<file path="config.mk">
export PLATFORM = sky130hd
export DESIGN_NAME = spart_rx
export DESIGN_NICKNAME = d
export VERILOG_FILES = /design/src/rtl/spart_rx.sv
export SDC_FILE = /design/constraint.sdc
export NUM_CORES = 1
export LEC_CHECK = 0
export BUFFER_PORTS_ARGS = -buffer_cell sky130_fd_sc_hd__buf_2
export CAP_MARGIN = 20
export CORE_MARGIN = 5
export CORE_UTILIZATION = 60
export CTS_CLUSTER_DIAMETER = 40
export CTS_CLUSTER_SIZE = 24
export DETAILED_ROUTE_END_ITERATION = 6
export HOLD_SLACK_MARGIN = 0.05
export PLACE_DENSITY = 0.82
export SYNTH_ARGS = -nofsm -noshare
export SYNTH_HDL_FRONTEND = slang
export SYNTH_SLANG_ARGS = --single-unit
</file>
<file path="constraint.sdc">
create_clock -name clk -period 3.1 [get_ports clk]
set_input_delay 0.62 -clock clk [delete_from_list [all_inputs] [get_ports clk]]
set_output_delay 0.62 -clock clk [all_outputs]
set_load 0.05 [all_outputs]
</file>
<file path="src/rtl/spart_rx.sv">
// 8N1 serial receiver: oversampled start/data/stop detection into a holding register.
// Results visible one cycle after the stop sample; no backpressure, unread bytes are overwritten and flagged.
module spart_rx #(
    parameter int OVERSAMPLE = 16   // even, >= 4
) (
    input  logic       clk,
    input  logic       rst,
    input  logic       rxd,
    input  logic       baud_en,
    input  logic       rx_read,
    output logic [7:0] rx_data,
    output logic       rda,
    output logic       frame_err,
    output logic       overrun
);
    localparam int TW = $clog2(OVERSAMPLE);
    localparam logic [TW-1:0] TICK_MID = TW'(OVERSAMPLE / 2 - 1);
    localparam logic [TW-1:0] TICK_END = TW'(OVERSAMPLE - 1);

    typedef enum logic [2:0] {ARM, IDLE, START, DATA, STOP} state_t;

    state_t        state_q, state_d;
    logic          sync1_q, sync1_d, sync2_q, sync2_d;
    logic [TW-1:0] tick_q, tick_d;
    logic [2:0]    bit_q, bit_d;
    logic [7:0]    shift_q, shift_d;
    logic [7:0]    rx_data_q, rx_data_d;
    logic          rda_q, rda_d;
    logic          frame_err_q, frame_err_d;
    logic          overrun_q, overrun_d;
    logic          rxs;
    logic          load;

    assign rxs = sync2_q;

    always_ff @(posedge clk) begin
        if (rst) begin
            state_q     <= ARM;
            sync1_q     <= 1'b1;
            sync2_q     <= 1'b1;
            tick_q      <= '0;
            bit_q       <= '0;
            shift_q     <= '0;
            rx_data_q   <= '0;
            rda_q       <= 1'b0;
            frame_err_q <= 1'b0;
            overrun_q   <= 1'b0;
        end else begin
            state_q     <= state_d;
            sync1_q     <= sync1_d;
            sync2_q     <= sync2_d;
            tick_q      <= tick_d;
            bit_q       <= bit_d;
            shift_q     <= shift_d;
            rx_data_q   <= rx_data_d;
            rda_q       <= rda_d;
            frame_err_q <= frame_err_d;
            overrun_q   <= overrun_d;
        end
    end

    always_comb begin
        state_d     = state_q;
        sync1_d     = rxd;
        sync2_d     = sync1_q;
        tick_d      = tick_q;
        bit_d       = bit_q;
        shift_d     = shift_q;
        rx_data_d   = rx_data_q;
        rda_d       = rda_q;
        frame_err_d = frame_err_q;
        overrun_d   = overrun_q;
        load        = 1'b0;

        case (state_q)
            // ARM waits for a high line so a held-low break is never taken as a start bit
            ARM: begin
                if (rxs) state_d = IDLE;
            end
            IDLE: begin
                if (baud_en && !rxs) begin
                    state_d = START;
                    tick_d  = '0;
                end
            end
            START: begin
                if (baud_en) begin
                    if (tick_q == TICK_MID) begin
                        tick_d = '0;
                        bit_d  = '0;
                        state_d = rxs ? IDLE : DATA;
                    end else begin
                        tick_d = tick_q + TW'(1);
                    end
                end
            end
            DATA: begin
                if (baud_en) begin
                    if (tick_q == TICK_END) begin
                        shift_d = {rxs, shift_q[7:1]};
                        tick_d  = '0;
                        if (bit_q == 3'd7) begin
                            bit_d   = '0;
                            state_d = STOP;
                        end else begin
                            bit_d = bit_q + 3'd1;
                        end
                    end else begin
                        tick_d = tick_q + TW'(1);
                    end
                end
            end
            STOP: begin
                if (baud_en) begin
                    if (tick_q == TICK_END) begin
                        load    = 1'b1;
                        tick_d  = '0;
                        state_d = rxs ? IDLE : ARM;
                    end else begin
                        tick_d = tick_q + TW'(1);
                    end
                end
            end
            default: state_d = ARM;
        endcase

        // A load beats a coincident read; the read then only suppresses overrun
        if (load) begin
            rx_data_d   = shift_q;
            rda_d       = 1'b1;
            frame_err_d = ~rxs;
            overrun_d   = rda_q & ~rx_read;
        end else if (rx_read) begin
            rda_d       = 1'b0;
            frame_err_d = 1'b0;
            overrun_d   = 1'b0;
        end
    end

    assign rx_data   = rx_data_q;
    assign rda       = rda_q;
    assign frame_err = frame_err_q;
    assign overrun   = overrun_q;
endmodule

</file>
After elaboration in Yosys (flattened, before gate mapping)
Cells that the tools add are included.
{"block": "totals", "ff_bits": 31, "input_bits": 5, "wordCells": 74}
{"block": "op_classes", "addsub": 2, "n_eq_ne": 17, "muxes": 31, "n_bitwise": 3, "n_reduce_logical": 11}
{"op": "$mux W3", "count": 14}
{"op": "$mux W4", "count": 5}
{"op": "$ne A2 B2 Y1 const B", "count": 9}
{"op": "$pmux W3 S5", "count": 1}
{"op": "$pmux W4 S3", "count": 1}
{"op": "$reduce_and A9 Y1", "count": 1}
{"op": "$mux W1", "count": 8}
{"op": "$eq A3 B2 Y1 const B", "count": 2}
{"op": "$eq A3 B3 Y1 const B", "count": 2}
{"op": "$pmux W3 S2", "count": 1}
{"op": "$reduce_and A5 Y1", "count": 1}
{"op": "$add A4 B1 Y4 const B", "count": 1}
{"op": "$eq A4 B3 Y1 const B", "count": 1}
{"op": "$eq A4 B4 Y1 const B", "count": 1}
{"op": "$reduce_and A4 Y1", "count": 1}
{"op": "$reduce_bool A2 Y1", "count": 2}
{"op": "$add A3 B1 Y3 const B", "count": 1}
{"op": "$eq A3 B1 Y1 const B", "count": 1}
{"op": "$logic_not A3 Y1", "count": 1}
{"op": "$reduce_and A3 Y1", "count": 1}
{"op": "$reduce_bool A3 Y1", "count": 1}
{"op": "$mux W2", "count": 1}
{"op": "$ne A2 B1 Y1 const B", "count": 1}
{"op": "$not A1 Y1", "count": 2}
{"op": "4 further kinds", "count": 4}

Longest topological paths before layout
Gate-level depths: netlist of run 1.
{"block": "logic_depth", "ltp_word": 5, "depth_mapped": 7, "ltp_nobuf": 7}

Least setup slack after synthesis of run 1
Ideal clock, no wire load.
{"block": "synth_path", "path_kind": "input port to flip-flop", "startpoint": "input baud_en", "endpoint": "register state_q[0]", "setup_time_ns": 0.070, "arrival_time_ns": 1.602, "required_time_ns": 3.030, "slack_ns": 1.428, "stages": 5, "path_buffers": 0, "path_cell_list": "nand4_1 o2bb2ai_1 o41ai_1 or4_1 a21oi_1"}
{"block": "synth_via", "elab_chain_len": 3, "elab_cells_between_ends": 6}
{"item": "from (decl)", "line_no": "9", "source": "input logic baud_en,"}
{"item": "$logic_and A1 B1 Y1", "line_no": "81", "source": "if (baud_en && !rxs) begin"}
{"item": "$ne A2 B2 Y1 (no line)"}
{"item": "$reduce_and A9 Y1 (no line) (*)"}
{"item": "to (signal assigned)", "line_no": "49", "source": "state_q <= state_d;"}
{"item": "to (decl)", "line_no": "22", "source": "state_t state_q, state_d;"}
Mark *: on every way between the ends. The rest lies on a longest branch, timed or not.
A chain may end at the register's enable or synchronous reset.

Worst setup path after layout of run 1
{"block": "layout_path", "startpoint": "register tick_q[0]", "endpoint": "register state_q[0]"}
{"block": "layout_via", "elab_chain_len": 3, "elab_cells_between_ends": 6}
{"item": "from (decl)", "line_no": "24", "source": "logic [TW-1:0] tick_q, tick_d;"}
{"item": "from (signal assigned)", "line_no": "52", "source": "tick_q <= tick_d;"}
{"item": "$eq A4 B4 Y1 or $eq A4 B3 Y1 (tied branches)", "line_no": "99, 115, 88"}
{"item": "$ne A2 B2 Y1 (no line)"}
{"item": "$reduce_and A9 Y1 (no line) (*)"}
Marks and branches as above.

==> flow_metrics.env, run 1 <==
export IMPL_fin_crit_sh=0.684
export IMPL_crit_family="simple AND/OR/NAND/NOR gates"
export IMPL_finalClockSkew_ns=0.0143
export IMPL_die_height_um=57.7
export IMPL_die_area_sq_mm=0.00333
export IMPL_synth_nets=175
export IMPL_post_route_min_period_ns=2.12
export IMPL_vias=1209
export IMPL_ys_types=37
export IMPL_tightest_slew_ns=0.650
export IMPL_first_pass_iters=4
export IMPL_cts_tree="built"
export IMPL_finalSetupTns_ns=0
export IMPL_drt_initial_drc_count=37
export IMPL_cp_slowest_cell="or4_1"
export IMPL_ant_nets=0
export IMPL_fp_row_count=17
export IMPL_grt_max_degree=33
export IMPL_critPathArrivalTime_ns=2.38
export IMPL_status="complete, no violations"
export IMPL_ys_ff_latch=31
export IMPL_avgSynthCellArea_sq_um=8.18
export IMPL_netlist_instances=167
export IMPL_timing_critical_path_buf_inv=0
export IMPL_remaining_drc_errors=0
export IMPL_cap_violations=0
export IMPL_overflow=0
export IMPL_grt_pass1_vias=1149
export IMPL_synthArstFlopShare=0
export IMPL_slowest_delay_ns=0.51
export IMPL_ys_warn_count=0
export IMPL_drive_gt1_frac=0.150
export IMPL_hold_violations=0
export IMPL_max_freq_ghz=0.471
export IMPL_cp_end_kind="flip-flop"
export IMPL_ios=16
export IMPL_yosysSeqAreaShare=0.454
export IMPL_cts_clk_slew_worst_paths_ns=0.09
export IMPL_crit_path_start_kind="flip-flop"
export IMPL_finalSetupViolCount=0
export IMPL_critPathMaxFanout=13
export IMPL_path_cells="ha_1, nand4_1, o2bb2ai_1, o41ai_1, or4_1, a21oi_1"
export IMPL_grt_pass1_wl_um=4810
export IMPL_wire_per_inst_um=13.5
export IMPL_dp_hpwl_um=1930
export IMPL_slew_headroom=0.561
export IMPL_routed_wl_um=2820
export IMPL_via_per_inst=5.81
export IMPL_ys_flop_type="dfxtp_1"
export IMPL_syn_to_final_growth_pct=9.89
export IMPL_power_density_mw_per_mm2=576
export IMPL_worstPathRequired_ns=3.36
export IMPL_fin_util=0.685
export IMPL_p_leak_nw=0.567
export IMPL_cts_made_buffers=5
export IMPL_irDropWorstVdd_mv=0.497
export IMPL_start_util=0.624
export IMPL_antenna_found_initial=0
export IMPL_syn_area_sq_mm=0.00137
export IMPL_cts_max_path_buffers=2
export IMPL_final_max_slew_viol_count=0
export IMPL_most_common_layout_cells="31 x nand2_1, 31 x dfxtp_1, 26 x a21oi_1"
export IMPL_cts_root_buf="clkbuf_4"
export IMPL_gp_congestion=0.853
export IMPL_synth_edf_count=0
export IMPL_rsz0062_at_grt="false"
export IMPL_core_region_area_sq_mm=0.00219
export IMPL_clock_sinks=31
export IMPL_ctsHtreeMaxLevel=2
export IMPL_die_w_um=57.7
export IMPL_min_delay_path_class="reg2reg"
export IMPL_crit_type="reg2reg"
export IMPL_cts_hold_buf=0
export IMPL_antennaDiodeCount=0
export IMPL_cts_setup_buffers=0
export IMPL_globalRouteTotalUtil=0.188
export IMPL_fin_nets=188
export IMPL_numPortBuffers=15
export IMPL_cts_resized=0
export IMPL_clock_latency_ns=0.34
-- path summary, 6_finish.rpt --
check | slack, ns | start | cells past startpoint | to
worst min-delay path | 0.41 | sync1_q$_SDFF_PP1_ | 1 | rxs$_SDFF_PP1_
worst min register to register | 0.41 | sync1_q$_SDFF_PP1_ | 1 | rxs$_SDFF_PP1_
worst max-delay path | 0.98 | tick_q[0]$_SDFFE_PP0P_ | 6 | state_q[0]$_SDFFE_PP0P_
worst max register to register | 0.98 | tick_q[0]$_SDFFE_PP0P_ | 6 | state_q[0]$_SDFFE_PP0P_
-- power breakdown --
part	switching (mW)	internal, mW
clock network	0.132	0.166
logic	0.0754	0.0506
registers	0.0309	0.410
-- logic make-up (layout without fill, tap and decap cells) --
family / count (synthesis) / in the layout / share of synthesized area
AND/OR/NAND/NOR: 71 / 71 / 0.260
AO/OA/AOI/OAI: 47 / 47 / 0.195
flip-flops: 31 / 31 / 0.454
buffers and inverters: 12 / 25 / 0.0421
adder cells (fa/ha/maj): 3 / 3 / 0.0275
multiplexers: 2 / 2 / 0.0147
XOR/XNOR: 1 / 1 / 0.00641
-- area by class of cell --
| class | count | area [sq um] |
|---|---|---|
| Clock buffer | 6 | 41.3 |
| Clock inverter | 1 | 30.0 |
| Fill cell | 172 | 689 |
| Inverter | 3 | 11.3 |
| Multi-Input combinational cell | 124 | 688 |
| Sequential cell | 31 | 621 |
| Tap cell | 28 | 35.0 |
| Timing Repair Buffer | 15 | 75.1 |
-- flip-flops by register name, summed over array words and instances, names as in the netlist --
name,cells
tick_q,4
rx_data,8
sync1_q,1
state_q,3
bit_q,3
shift_q,8
rda,1
frame_err,1
overrun,1
rxs,1
-- synth_stat cells (2+ instances only) --
cell,instances,area (sq um)
nor2_1,13,48.8
or4b_1,2,20.0
nor2b_1,2,12.5
or2_2,2,12.5
ha_1,3,37.5
inv_1,3,11.3
mux2i_1,2,20.0
a21oi_1,26,130
a31oi_1,2,12.5
nand3_1,3,15.0
nor3_1,3,15.0
o21ai_0,12,60.1
nand2_1,31,116
clkbuf_1,6,22.5
nand4_1,3,18.8
nand2b_1,3,18.8
dfxtp_1,31,621
-- per-stage QoR --
stage          std cells  hold slack (ns)  cell area (sq um)  setup WS (ns)  power, mW
3_5_place_dp         201            0.398               1430          0.823      0.571
2_1_floorplan        167            0.389               1370           1.43      0.553
5_1_grt              208            0.445               1500          0.735      0.912
4_1_cts              208            0.415               1500          0.976      0.868
6_report             208            0.413               1500          0.979      0.864
3_3_place_gp         201            0.391               1430          0.900      0.560
-- worst reg2reg max path, cell delays in order (launching register included) --
cell       delay (ns)
dfxtp_1          0.37
ha_1             0.22
nand4_1          0.39
o2bb2ai_1        0.27
o41ai_1          0.15
or4_1            0.51
a21oi_1          0.14
-- layer usage --
metal / track usage / part of all wire
met5: 0 / 0
met3: 0.0735 / 0.040
met4: 0.116 / 0.028
met2: 0.287 / 0.48
met1: 0.221 / 0.45
No activity file was read; power rests on OpenSTA's default activity.
==> inputs of run 2 (changes only) <==
--- a/config.mk
+++ b/config.mk
@@ -8,12 +8,12 @@
 export BUFFER_PORTS_ARGS = -buffer_cell sky130_fd_sc_hd__buf_2
 export CAP_MARGIN = 20
 export CORE_MARGIN = 5
-export CORE_UTILIZATION = 60
+export CORE_UTILIZATION = 56
 export CTS_CLUSTER_DIAMETER = 40
 export CTS_CLUSTER_SIZE = 24
 export DETAILED_ROUTE_END_ITERATION = 6
 export HOLD_SLACK_MARGIN = 0.05
-export PLACE_DENSITY = 0.82
+export PLACE_DENSITY = 0.77
 export SYNTH_ARGS = -nofsm -noshare
 export SYNTH_HDL_FRONTEND = slang
 export SYNTH_SLANG_ARGS = --single-unit
==> constraint.sdc (replaced) <==
create_clock -name clk -period 2 [get_ports clk]
set_input_delay 0.4 -clock clk [delete_from_list [all_inputs] [get_ports clk]]
set_output_delay 0.4 -clock clk [all_outputs]
set_load 0.05 [all_outputs]
==> run 2 against run 1 <==
Final area is 3.6% higher. Die area increased by 5.9%. Clock skew down 0.0073 ns. Cell count increased by 2.4%. Setup slack worse by 0.82 ns. Clock power rose by 70%. Flip-flop and latch count is the same. Worst hold slack worse by 0.18 ns. Register-to-register slack worse by 0.82 ns. Sequential power increased by 57%. First-iteration DRC count up 11%. Largest cell class unchanged.
==> flow_metrics.env, run 2 (synthesis gave the netlist of run 1 again) <==
export IMPL_status="complete, no violations"
export IMPL_worstPathRequired_ns=2.26
export IMPL_via_per_inst=5.66
export IMPL_clkPwrFrac=0.366
export IMPL_crit_path_start_kind="flip-flop"
export IMPL_dp_slack_ns=0.162
export IMPL_hold_violations=0
export IMPL_remaining_drc_errors=0
export IMPL_routed_wl_um=2850
export IMPL_finalSetupTns_ns=0
export IMPL_critPathMaxFanout=14
export IMPL_cap_violations=0
export IMPL_finalClockSkew_ns=0.00703
export IMPL_globalRouteTotalUtil=0.193
export IMPL_drive_gt1_frac=0.189
export IMPL_wire_per_inst_um=13.4
export IMPL_critPathArrivalTime_ns=2.10
export IMPL_clock_latency_ns=0.33
export IMPL_cts_tree="built"
export IMPL_min_delay_path_class="in2reg"
export IMPL_grt_pass1_vias=1173
export IMPL_vias=1206
export IMPL_cts_max_path_buffers=2
export IMPL_cts_root_buf="clkbuf_4"
export IMPL_mostFrequentLayoutCell="nand2_1"
export IMPL_die_height_um=59.4
export IMPL_overflow=0
export IMPL_first_pass_iters=5
export IMPL_cts_made_buffers=5
export IMPL_grt_max_degree=33
export IMPL_gp_congestion=0.859
export IMPL_antennaDiodeCount=0
export IMPL_clock_sinks=31
export IMPL_irDropWorstVdd_mv=0.642
export IMPL_crit_type="reg2reg"
export IMPL_design_area_sq_mm=0.00156
export IMPL_final_max_slew_viol_count=0
export IMPL_slew_headroom=0.586
export IMPL_p_leak_nw=0.596
export IMPL_post_route_min_period_ns=1.84
export IMPL_placed_area_sq_mm=0.00146
export IMPL_start_util=0.600
export IMPL_fin_crit_sh=0.921
export IMPL_most_common_layout_cells="31 x nand2_1, 29 x dfxtp_1, 26 x a21oi_1"
export IMPL_fin_nets=192
export IMPL_core_region_area_sq_mm=0.00228
export IMPL_ctsHtreeMaxLevel=2
export IMPL_setup_slack_ns=0.159
export IMPL_numPortBuffers=15
export IMPL_ant_nets=0
export IMPL_cts_clk_slew_worst_paths_ns=0.10
export IMPL_p_sw_mw=0.374
export IMPL_fp_row_count=17
export IMPL_dp_hpwl_um=1960
export IMPL_ios=16
export IMPL_max_freq_ghz=0.543
export IMPL_grt_pass1_wl_um=5090
export IMPL_drt_initial_drc_count=41
export IMPL_p_comb_frac=0.138
export IMPL_power_density_mw_per_mm2=892
export IMPL_p_int_mw=1.01
export IMPL_switching_share=0.270
export IMPL_finalSetupViolCount=0
export IMPL_die_area_sq_mm=0.00353
export IMPL_pwr_share_seq=0.497
export IMPL_syn_to_final_growth_pct=13.8
export IMPL_antenna_found_initial=0
export IMPL_cp_end_kind="flip-flop"
export IMPL_rsz0062_at_grt="false"
export IMPL_die_w_um=59.4
export IMPL_tightest_slew_ns=0.613
[run 2: path summary, 6_finish.rpt]
| check | slack [ns] | cells past startpoint | start | to |
|---|---|---|---|---|
| worst max-delay path | 0.16 | 5 | state_q[0]$_SDFFE_PP0P_ | state_q[0]$_SDFFE_PP0P_ |
| worst min-delay path | 0.23 | 2 | rx_read | overrun$_SDFFE_PP0P_ |
| worst max register to register | 0.16 | 5 | state_q[0]$_SDFFE_PP0P_ | state_q[0]$_SDFFE_PP0P_ |
| worst min register to register | 0.42 | 1 | sync1_q$_SDFF_PP1_ | rxs$_SDFF_PP1_ |
[run 2: power by group through the flow]
stage	Combinational [mW]	Clock, mW	Sequential [mW]
finish	0.191	0.507	0.689
global route	0.218	0.554	0.695
CTS	0.192	0.524	0.682
detailed placement	0.190	0	0.696
global placement	0.180	0	0.691
floorplan	0.194	0	0.663
[run 2: timing repair]
action / in CTS / in global routing
resized for setup: 0 / 3
setup buffers: 0 / 0
hold buffers: 0 / 0
endpoints found under the setup margin: 0 / 1
[run 2: routing by layer]
metal / share of wire / global-route usage
met5: 0 / 0
met4: 0.018 / 0.0777
met3: 0.051 / 0.0828
met2: 0.48 / 0.293
met1: 0.45 / 0.239
[run 2: metrics by stage]
stage	power, mW	hold slack, ns	util	std cells
floorplan	0.857	0.389	-	167
global placement	0.871	0.396	0.642	205
detailed placement	0.886	0.394	0.642	205
CTS	1.40	0.215	0.679	213
global route	1.47	0.221	0.683	213
finish	1.39	0.228	0.683	213
[run 2: area by class of cell]
cell class / count / area (sq um)
multi-input combinational: 124 / 694
timing repair buffer: 19 / 105
clock buffer: 6 / 51.3
tap: 28 / 35.0
fill: 188 / 721
inverter: 3 / 11.3
sequential: 31 / 623
clock inverter: 2 / 35.0
[run 2: worst max-delay path, stage by stage (launching register included)]
cell and delay, ns:
dfxtp_1 0.64, or3b_4 0.24, o2bb2ai_1 0.12, o41ai_1 0.14
or4_1 0.50, a21oi_1 0.13
==> inputs of run 3 (changes only) <==
--- a/config.mk
+++ b/config.mk
@@ -14,6 +14,7 @@
 export DETAILED_ROUTE_END_ITERATION = 6
 export HOLD_SLACK_MARGIN = 0.05
 export PLACE_DENSITY = 0.77
+export SETUP_SLACK_MARGIN = 0.2
 export SYNTH_ARGS = -nofsm -noshare
 export SYNTH_HDL_FRONTEND = slang
 export SYNTH_SLANG_ARGS = --single-unit
==> run 3 against run 2 <==
Flip-flop and latch count is the same. Critical path type unchanged. Wire length rose by 9.2%. Sequential share of layout area fell by 1.2 points. Non-clock buffer count grew 3. Worst hold slack worse by 0.0027 ns. Register-to-register slack hardly changed. Power rose by 2.8%. Cell count grew 1.4%. Clock-buffer cell count unchanged.
==> flow_metrics.env, run 3 (synthesis gave the netlist of run 1 again) <==
export IMPL_nFillCells=181
export IMPL_core_region_area_sq_mm=0.00228
export IMPL_remaining_drc_errors=0
export IMPL_tightest_slew_ns=0.561
export IMPL_antenna_found_initial=0
export IMPL_dp_hpwl_um=1960
export IMPL_ant_nets=0
export IMPL_cp_end_kind="flip-flop"
export IMPL_start_util=0.600
export IMPL_cts_tree="built"
export IMPL_cts_clk_slew_worst_paths_ns=0.10
export IMPL_finalSetupTns_ns=0
export IMPL_cap_violations=0
export IMPL_drive_gt1_frac=0.261
export IMPL_fp_row_count=17
export IMPL_die_height_um=59.4
export IMPL_crit_path_start_kind="flip-flop"
export IMPL_fin_util=0.716
export IMPL_pwr_share_seq=0.487
export IMPL_post_route_min_period_ns=1.83
export IMPL_p_leak_nw=0.617
export IMPL_hold_end="overrun$_SDFFE_PP0P_"
export IMPL_critPathMaxFanout=4
export IMPL_grt_max_degree=33
export IMPL_clock_sinks=31
export IMPL_cts_root_buf="clkbuf_4"
export IMPL_reg2reg_depth=7
export IMPL_die_area_sq_mm=0.00353
export IMPL_fin_crit_sh=0.916
export IMPL_finalClockSkew_ns=0.00623
export IMPL_wl_met3_um=133
export IMPL_p_comb_frac=0.154
export IMPL_die_w_um=59.4
export IMPL_critPathArrivalTime_ns=2.09
export IMPL_routed_wl_um=3120
export IMPL_grt_pass1_wl_um=5090
export IMPL_gp_congestion=0.859
export IMPL_most_common_layout_cells="31 x nand2_1, 26 x a21oi_1, 23 x dfxtp_1"
export IMPL_syn_to_final_growth_pct=19.3
export IMPL_hold_violations=0
export IMPL_rr_endpoint="state_q[0]$_SDFFE_PP0P_"
export IMPL_switching_share=0.279
export IMPL_via_per_inst=5.70
export IMPL_antennaDiodeCount=0
export IMPL_grt_pass1_vias=1173
export IMPL_max_freq_ghz=0.546
export IMPL_highest_layer="met4"
export IMPL_ios=16
export IMPL_wire_per_inst_um=14.4
export IMPL_cts_hold_buf=0
export IMPL_power_total_mw=1.43
export IMPL_mostFrequentLayoutCell="nand2_1"
export IMPL_p_sw_mw=0.397
export IMPL_reg2reg_slack_ns=0.17
export IMPL_drt_initial_drc_count=47
export IMPL_clock_latency_ns=0.34
export IMPL_numPortBuffers=15
export IMPL_ctsHtreeMaxLevel=2
export IMPL_final_max_slew_viol_count=0
export IMPL_power_density_mw_per_mm2=874
export IMPL_clkPwrFrac=0.359
export IMPL_m1WireLength_um=1420
export IMPL_wl_met2_um=1510
export IMPL_worstPathRequired_ns=2.26
export IMPL_min_from="rx_read"
export IMPL_hold_path_depth=2
export IMPL_first_pass_iters=4
export IMPL_vias=1231
export IMPL_p_int_mw=1.03
export IMPL_overflow=0
export IMPL_status="complete, no violations"
export IMPL_globalRouteTotalUtil=0.193
export IMPL_irDropWorstVdd_mv=0.658
export IMPL_slew_headroom=0.626
export IMPL_cts_max_path_buffers=2
export IMPL_finalSetupViolCount=0
export IMPL_min_delay_path_class="in2reg"
export IMPL_rr_startpoint="bit_q[0]$_SDFFE_PP0P_"
export IMPL_fin_nets=195
export IMPL_rsz0062_at_grt="true"
export IMPL_cts_made_buffers=5
export IMPL_crit_type="reg2reg"
## run 3: changes by cell type in the layout (fill, tap and decap cells not counted), moves of 2 or more
cell | before | now
buf_4 | 4 | 7
ha_1 | 3 | 1
dfxtp_2 | 2 | 7
dfxtp_1 | 29 | 23
ha_2 | 0 | 2
## run 3: what timing repair did
action                                  CTS  global route
endpoints found under the setup margin    3            11
pin swaps                                 1             1
setup buffers                             0             3
gates resized for setup                   6            12
## run 3: per-stage QoR
step           area, sq um  std cells  hold WS [ns]  setup WS (ns)
2_1_floorplan         1370        167         0.389          0.348
3_3_place_gp          1460        205         0.396          0.273
3_5_place_dp          1460        205         0.394          0.162
4_1_cts               1570        213         0.215          0.183
5_1_grt               1630        216         0.221         0.0977
6_report              1630        216         0.226          0.168
## run 3: critical path: stages (launching register included)
cell and delay [ns]:
dfxtp_2 0.35, ha_1 0.16, ha_2 0.18, nor4bb_1 0.07, o2bb2ai_2 0.22, o41ai_4 0.14
or4_1 0.50, a21oi_1 0.15
## run 3: metal layers
metal,vias up,GRT usage
li1,622,-
met1,578,0.235
met2,24,0.298
met3,7,0.0828
met4,0,0.0777
met5,-,0
## run 3: worst max path at each step
stage	from	endpoint	cells after the start
2_1_floorplan	state_q[1]$_SDFFE_PP0P_	tick_q[3]$_SDFFE_PP0P_	5
3_3_place_gp	state_q[2]$_SDFFE_PP0P_	tick_q[3]$_SDFFE_PP0P_	4
3_5_place_dp	state_q[2]$_SDFFE_PP0P_	tick_q[3]$_SDFFE_PP0P_	5
4_1_cts	state_q[1]$_SDFFE_PP0P_	tick_q[3]$_SDFFE_PP0P_	5
5_1_grt	state_q[2]$_SDFFE_PP0P_	tick_q[3]$_SDFFE_PP0P_	5
6_report	bit_q[0]$_SDFFE_PP0P_	state_q[0]$_SDFFE_PP0P_	7
## run 3: area by class of cell
cell class              count  area [sq um]  share of cell area
flip-flops and latches     31           633               0.388
inverters                   3          11.3             0.00691
repair buffers             22           128              0.0783
well taps                  28          35.0              0.0215
clock buffers               6          51.3              0.0315
multi-input cells         124           737               0.452
clock inverters             2          35.0              0.0215
## run 3: power by group through the flow
stage	sequential, mW	combinational [mW]	clock [mW]
global placement	0.691	0.180	0
global route	0.700	0.245	0.553
CTS	0.689	0.197	0.524
finish	0.694	0.219	0.512
floorplan	0.663	0.194	0
detailed placement	0.696	0.190	0
